==> src/rtl/trap_ctrl_pkg.sv <==
// Shared definitions for the trap/return controller: cause codes, next-PC
// select opcodes and the controller state encoding.
package trap_ctrl_pkg;

  localparam logic [31:0] CAUSE_IRQ_DEF     = 32'h1;
  localparam logic [31:0] CAUSE_ILLEGAL_DEF = 32'h2;
  localparam logic [31:0] CAUSE_ECALL_DEF   = 32'h8;

  // Next-PC mux select values; trap_req selects NPC_INT, mret_req selects NPC_SEPC.
  localparam logic [1:0] NPC_PC4  = 2'd0;
  localparam logic [1:0] NPC_BR   = 2'd1;
  localparam logic [1:0] NPC_INT  = 2'd2;
  localparam logic [1:0] NPC_SEPC = 2'd3;

  typedef enum logic {
    IDLE    = 1'b0,
    HANDLER = 1'b1
  } state_t;

endpackage

==> src/rtl/trap_ctrl_irq_sync.sv <==
// Multi-flop synchronizer for the asynchronous interrupt line followed by a
// single-cycle rising-edge pulse.
module trap_ctrl_irq_sync #(
  parameter int STAGES = 2
) (
  input  logic clk,
  input  logic rst,
  input  logic async_in,
  output logic pulse
);

  logic [STAGES-1:0] sync;
  logic              prev;

  // NOTE: sequential state uses non-blocking assignments so every flop samples
  // the pre-edge value of its neighbour, giving a true shift chain.
  always_ff @(posedge clk) begin
    if (rst) begin
      sync <= '0;
      prev <= 1'b0;
    end else begin
      sync <= {sync[STAGES-2:0], async_in};
      prev <= sync[STAGES-1];
    end
  end

  assign pulse = sync[STAGES-1] & ~prev;

endmodule

==> src/rtl/trap_ctrl.sv <==
// Trap/return controller feeding the next-PC mux: takes ecall, illegal and
// external-interrupt traps, returns on mret, and tracks sepc/scause.
module trap_ctrl #(
  parameter int          SYNC_STAGES   = 2,
  parameter logic [31:0] CAUSE_IRQ     = 32'h1,
  parameter logic [31:0] CAUSE_ILLEGAL = 32'h2,
  parameter logic [31:0] CAUSE_ECALL   = 32'h8
) (
  input  logic        clk,
  input  logic        rst,
  input  logic        pc_write,
  input  logic        valid_ex,
  input  logic [31:0] pc_ex,
  input  logic        ecall_ex,
  input  logic        illegal_ex,
  input  logic        mret_ex,
  input  logic        ext_irq,
  output logic        trap_req,
  output logic        mret_req,
  output logic        flush,
  output logic [31:0] sepc,
  output logic [31:0] scause,
  output logic        in_handler,
  output logic        double_fault
);

  import trap_ctrl_pkg::*;

  state_t      state;
  logic [31:0] scause_q;
  logic [31:0] cause_nxt;
  logic        ie;
  logic        irq_pend;
  logic        irq_edge;
  logic        commit;
  logic        take_sync;
  logic        take_irq;
  logic        ret;
  logic        fault;

  trap_ctrl_irq_sync #(.STAGES(SYNC_STAGES)) u_irq_sync (
    .clk      (clk),
    .rst      (rst),
    .async_in (ext_irq),
    .pulse    (irq_edge)
  );

  // NOTE: every always_comb output gets a default first so no path can leave
  // a value unassigned and infer a latch.
  always_comb begin
    commit    = pc_write & valid_ex & ~rst;
    take_sync = 1'b0;
    take_irq  = 1'b0;
    ret       = 1'b0;
    fault     = 1'b0;
    cause_nxt = CAUSE_IRQ;
    if (state == IDLE) begin
      take_sync = commit & (illegal_ex | ecall_ex);
      take_irq  = commit & ~illegal_ex & ~ecall_ex & irq_pend & ie;
      if (illegal_ex)    cause_nxt = CAUSE_ILLEGAL;
      else if (ecall_ex) cause_nxt = CAUSE_ECALL;
    end else begin
      ret   = commit & mret_ex;
      fault = commit & ~mret_ex & (illegal_ex | ecall_ex);
    end
  end

  assign trap_req   = take_sync | take_irq;
  assign mret_req   = ret;
  assign flush      = trap_req | mret_req;
  assign scause     = trap_req ? cause_nxt : scause_q;
  assign in_handler = (state == HANDLER);

  always_ff @(posedge clk) begin
    if (rst) begin
      state        <= IDLE;
      sepc         <= '0;
      scause_q     <= '0;
      ie           <= 1'b1;
      irq_pend     <= 1'b0;
      double_fault <= 1'b0;
    end else begin
      // A fresh edge in the take cycle re-arms the pending flag.
      irq_pend <= irq_edge | (irq_pend & ~take_irq);
      if (trap_req) begin
        state    <= HANDLER;
        sepc     <= take_irq ? pc_ex : pc_ex + 32'd4;
        scause_q <= cause_nxt;
        ie       <= 1'b0;
      end else if (ret) begin
        state <= IDLE;
        ie    <= 1'b1;
      end
      if (fault) double_fault <= 1'b1;
    end
  end

endmodule
==> config.mk <==
export PLATFORM = sky130hd
export DESIGN_NAME = trap_ctrl
export DESIGN_NICKNAME = d
export VERILOG_FILES = /design/src/rtl/trap_ctrl_pkg.sv /design/src/rtl/trap_ctrl_irq_sync.sv /design/src/rtl/trap_ctrl.sv
export SDC_FILE = /design/constraint.sdc
export NUM_CORES = 1
export LEC_CHECK = 0
export CELL_PAD_IN_SITES_DETAIL_PLACEMENT = 0
export CELL_PAD_IN_SITES_GLOBAL_PLACEMENT = 1
export CORE_ASPECT_RATIO = 1.75
export CORE_MARGIN = 10
export CORE_UTILIZATION = 25
export CTS_BUF_LIST = sky130_fd_sc_hd__clkbuf_4 sky130_fd_sc_hd__clkbuf_8 sky130_fd_sc_hd__clkbuf_16
export DETAILED_ROUTE_END_ITERATION = 16
export GPL_ROUTABILITY_DRIVEN = 0
export PLACE_DENSITY = 0.64
export SETUP_SLACK_MARGIN = 0.02
export SLEW_MARGIN = 20
export SYNTH_ARGS = -nofsm -noshare
export SYNTH_HDL_FRONTEND = slang
export SYNTH_SLANG_ARGS = --single-unit
==> constraint.sdc <==
create_clock -name clk -period 3.05 [get_ports clk]
set_clock_uncertainty 0.05 [all_clocks]
set_input_delay 0.915 -clock clk [delete_from_list [all_inputs] [get_ports clk]]
set_output_delay 0.915 -clock clk [all_outputs]
set_load 0.02 [all_outputs]
Yosys cells after proc, flatten, opt, wreduce, memory -nomap -nowiden
Cells that the tools add are included.
W data, S select, Z words.
Storage, ports and cells
  flip-flop bits (word level): 71
  input bits: 40
  output and inout port bits: 69
Operators by class
  add/subtract/negate cells: 1
  mux-type cells: 13
  bitwise operators: 22
  reductions and logical operators: 1
Operators with widths (number)
  $mux W32: 3
  $add A32 B3 Y32 const B: 1
  $and A1 B1 Y1: 12
  $mux W1: 8
  $mux W4: 2
  $not A1 Y1: 6
  $or A1 B1 Y1: 4
  $reduce_bool A2 Y1: 1

Logic depth before layout (Yosys ltp)
  depth after elaboration: 10
  gate-level depth with buffers: 8

Cells and area by module
From an unflattened synthesis, not the netlist that was laid out.
Second synthesis, totals
  cells, all modules: 351
  area total of the unflattened synthesis: 3110.5 um^2
Modules (own cells, without submodules)
  trap_ctrl: times used 1, cells each 344, area each 3022.9 um^2, sequential area each 1361.3 um^2
  trap_ctrl_irq_sync: times used 1, cells each 7, area each 87.6 um^2, sequential area each 60.1 um^2

Least setup slack after synthesis
No wires, ideal clock.
  path kind: in2out
  start: in rst
  end: out trap_req
  data arrival time: 2.057 ns
  slack: 0.028 ns
  stages: 6
  path buffers: 3
  cells stage by stage: buf_6 > nand4bb_1 > a21o_1 > inv_1 > buf_2 > clkbuf_1
On the way
  longest elaborated chain between the ends: 8
  elaborated cells on any way between the ends: 10
  those cells by class: mux: 2; bitwise: 8
Ends and longest elaborated chain
  start: declaration: RTL line trap_ctrl.sv:10  | input logic rst,
  $not A1 Y1 *: RTL line trap_ctrl.sv:51  | commit = pc_write & valid_ex & ~rst;
  $and A1 B1 Y1 *: RTL line trap_ctrl.sv:51
  $and A1 B1 Y1 (4 in series): RTL line trap_ctrl.sv:59  | take_irq = commit & ~illegal_ex & ~ecall_ex & irq_pend & ie;
  $mux W1: RTL line trap_ctrl.sv:57  | if (state == IDLE) begin
  $or A1 B1 Y1 *: RTL line trap_ctrl.sv:68  | assign trap_req = take_sync | take_irq;
  end: declaration: RTL line trap_ctrl.sv:18  | output logic trap_req,
Mark *: on every way between the ends. The rest lies on a longest branch, timed or not.

Worst setup path after layout
  start: in rst
  end: out scause[8]
On the way
  longest elaborated chain between the ends: 9
  elaborated cells on any way between the ends: 11
  those cells by class: mux: 3; bitwise: 8
Ends and longest elaborated chain
  $not A1 Y1 *: RTL line trap_ctrl.sv:51
  $and A1 B1 Y1 *: RTL line trap_ctrl.sv:51
  $and A1 B1 Y1 (4 in series): RTL line trap_ctrl.sv:59
  $mux W1: RTL line trap_ctrl.sv:57
  $or A1 B1 Y1 *: RTL line trap_ctrl.sv:68
  $mux W32 *
  end: declaration: RTL line trap_ctrl.sv:22  | output logic [31:0] scause,
Marked as above.

==> metrics.txt <==
Hold Buf Count CTS=0; average cell area after synthesis=8.94 um2; power per unit of standard cell area=479 nW/um2; leading cell types by total area after synthesis=sky130_fd_sc_hd__dfxtp_1, sky130_fd_sc_hd__and2_1, sky130_fd_sc_hd__and3_1; root buffer cell=sky130_fd_sc_hd__clkbuf_16; Routed WL per cell=15.7 um; Overall Power=2.58 mW; share of final-layout standard cells stronger than drive strength 1=0.286; multi-input gate area in the final layout=1730 um2; number of global-route vias before repair=3385; 1st-pass router iterations=5; most instantiated library cell after synthesis=sky130_fd_sc_hd__dfxtp_1; number of antenna violations at the first check in global routing=0; Net Count, Synth=403; Yosys reg bits=71; final cycle utilization of the critical path=0.983; vias per cell=4.47; endpoint arrival time on the critical path=2030 ps; area of the mapped netlist=3240 um2; Netlist cell types=47; effective utilization at floorplan=0.253; maximum number of pins on one net before global-route repair=57; number of enable-type register cells in the synthesized netlist=0; total core area=12800 um2; top_reg_cell synth=sky130_fd_sc_hd__dfxtp_1; drt drc=0; CTS sink count=71; final setup margin=52.3 ps; input/output buffers=108; post-layout min period=3000 ps; CTS tree=built; Critical Path Source Type=primary input; worst min-delay path category=flip-flop to flip-flop; type of the setup path with the least slack=primary input to output pin; Peak supply drop=0.242 mV; horizontal die dimension=106 um; Detailed Route Iter0 Violations=89; headroom to the max-slew limit=0.626; die height=170 um; maximum fanout count along the critical path=6; leak pwr=2.24 nW; Die ar.=18100 um2; measured slew at the worst slew-check pin=561 ps; setup slack at placement=-710 ps; max-cap viol count=0; nature of the critical path endpoint=output pin; Yosys Warn Count=0; Total Routing Usage GR=0.121; setup-violating endpoint count in the final report=0; IO Pins=109; maximum level of the CTS H-tree=3; most area-hungry cell type in the Yosys netlist=sky130_fd_sc_hd__dfxtp_1; Max Clock Freq=334 MHz; setup repair after global routing missed its margin=false; total vias in the final route=3044; # nets final=546; layout overhead on the synthesized area=66.6%; HPWL reported at the end of detailed placement=7640 um; global-route wire length before repair=17500 um; Reg clk slew, reported paths=60 ps; most instantiated cells after synthesis=sky130_fd_sc_hd__dfxtp_1, sky130_fd_sc_hd__nor2_1, sky130_fd_sc_hd__and2_1; outcome=finished clean; antenna diode count=0; clock latency of the later-clocked register in the worst-skew pair=330 ps; Final Hold Fails=0; post-synthesis instance total=362; Yosys top cell area share=0.439; Num CTS Buffers=9; footprint of the flip-flops and latches=1420 um2; number of max-slew violations in the final report=0; final wirelength=10700 um; number of nets with antenna violations after routing=0; Std-Cell Rows=55; Fill cells=1285; post-synthesis sequential area ratio=0.439; CTS Buffer Depth=2; data required time at the worst endpoint=2080 ps; gr ovfl total=0; fraction of registers with async set or reset after synthesis=0
-- cells by family (layout without fill, tap and decap cells) --
family,after synthesis,count (layout),synth area share
xor+xnor,20,20,0.0541
flops,71,71,0.439
fa+ha+maj,1,1,0.00387
simple gates,180,180,0.326
mux,3,3,0.00928
buf+inv,36,184,0.0545
compound gates,51,51,0.113
-- timing repair --
action | 4_1_cts | 5_1_grt
setup buffers | 8 | 3
cloned | 4 | 1
resized for setup | 172 | 70
endpoints found under the setup margin | 35 | 30
pin swaps | 6 | 3
-- through the flow --
step / instance area, um2 / std cells / util / TNS (ps) / hold slack [ps]
after floorplan: 3240 / 362 / - / 0 / 364
after global placement: 4700 / 649 / 0.367 / -23290 / 374
after detailed placement: 4700 / 649 / 0.367 / -23720 / 380
after CTS: 5140 / 677 / 0.401 / 0 / 395
after global routing: 5390 / 681 / 0.421 / 0 / 407
final: 5390 / 681 / 0.421 / 0 / 388
-- placed cells by master (no fill, tap or decap), types with 2 or more instances in the layout --
| cell | count |
|---|---|
| sky130_fd_sc_hd__bufinv_16 | 4 |
| sky130_fd_sc_hd__or3_1 | 3 |
| sky130_fd_sc_hd__buf_4 | 45 |
| sky130_fd_sc_hd__clkbuf_16 | 10 |
| sky130_fd_sc_hd__xor2_1 | 5 |
| sky130_fd_sc_hd__buf_6 | 28 |
| sky130_fd_sc_hd__nand4_2 | 2 |
| sky130_fd_sc_hd__nand2_2 | 4 |
| sky130_fd_sc_hd__nor2b_1 | 4 |
| sky130_fd_sc_hd__a31oi_1 | 2 |
| sky130_fd_sc_hd__and4_1 | 3 |
| sky130_fd_sc_hd__nor3_2 | 3 |
| sky130_fd_sc_hd__mux2i_1 | 3 |
| sky130_fd_sc_hd__clkdlybuf4s15_1 | 2 |
| sky130_fd_sc_hd__a211oi_1 | 19 |
| sky130_fd_sc_hd__nand3_1 | 15 |
| sky130_fd_sc_hd__o211ai_1 | 2 |
| sky130_fd_sc_hd__and2_4 | 18 |
| sky130_fd_sc_hd__inv_1 | 8 |
| sky130_fd_sc_hd__nand4_1 | 3 |
| sky130_fd_sc_hd__a21oi_1 | 11 |
| sky130_fd_sc_hd__clkdlybuf4s50_1 | 68 |
| sky130_fd_sc_hd__dfxtp_1 | 71 |
| sky130_fd_sc_hd__and3_1 | 31 |
| sky130_fd_sc_hd__buf_12 | 4 |
| sky130_fd_sc_hd__nor4_1 | 8 |
| sky130_fd_sc_hd__and2_1 | 14 |
| sky130_fd_sc_hd__buf_2 | 5 |
| sky130_fd_sc_hd__o21ai_0 | 6 |
| sky130_fd_sc_hd__nor3_1 | 7 |
| sky130_fd_sc_hd__bufbuf_16 | 2 |
| sky130_fd_sc_hd__a311oi_1 | 2 |
| sky130_fd_sc_hd__nor2_1 | 32 |
| sky130_fd_sc_hd__xnor2_1 | 15 |
| sky130_fd_sc_hd__nand2_1 | 22 |
| sky130_fd_sc_hd__buf_16 | 2 |
-- flip-flops by register name, indices dropped and copies added, names as in the netlist --
signal           flops
sepc                32
double_fault         1
u_irq_sync.prev      1
in_handler           1
irq_pend             1
ie                   1
u_irq_sync.sync      2
scause_q            32
-- final cells by class --
type | count | area share
Sequential cell | 71 | 0.264
Clock buffer | 9 | 0.0418
Timing Repair Buffer | 159 | 0.302
Clock inverter | 7 | 0.0265
Multi-Input combinational cell | 255 | 0.320
Inverter | 9 | 0.00627
Tap cell | 171 | 0.0397
-- power breakdown --
group          total [mW]  internal [mW]  switching (mW)
combinational       0.320          0.167           0.153
clock                1.30          0.885           0.415
sequential          0.965          0.952          0.0126
-- worst paths after layout --
kind | start | end | slack, ps | cells after the start
max | rst | scause[8] | 50 | 7
max reg2reg | in_handler$_SDFFE_PP0P_ | sepc[27]$_SDFFE_PP0P_ | 640 | 9
min reg2reg | u_irq_sync.sync[0]$_SDFF_PP0_ | u_irq_sync.sync[1]$_SDFF_PP0_ | 390 | 1
min | u_irq_sync.sync[0]$_SDFF_PP0_ | u_irq_sync.sync[1]$_SDFF_PP0_ | 390 | 1
-- worst max-delay path: stages --
cell	delay, ps
sky130_fd_sc_hd__buf_2	110
sky130_fd_sc_hd__nand4bb_4	200
sky130_fd_sc_hd__a21o_4	220
sky130_fd_sc_hd__buf_12	140
sky130_fd_sc_hd__clkbuf_16	150
sky130_fd_sc_hd__and2_4	150
sky130_fd_sc_hd__buf_6	120
-- metal layers --
metal	up-vias	wire, um	track usage
met5	-	0	0
met1	1422	4130	0.128
met4	0	57	0.0373
met2	63	5790	0.217
li1	1555	-	-
met3	4	716	0.0456
Note: power is estimated with default switching activity, not from simulation.
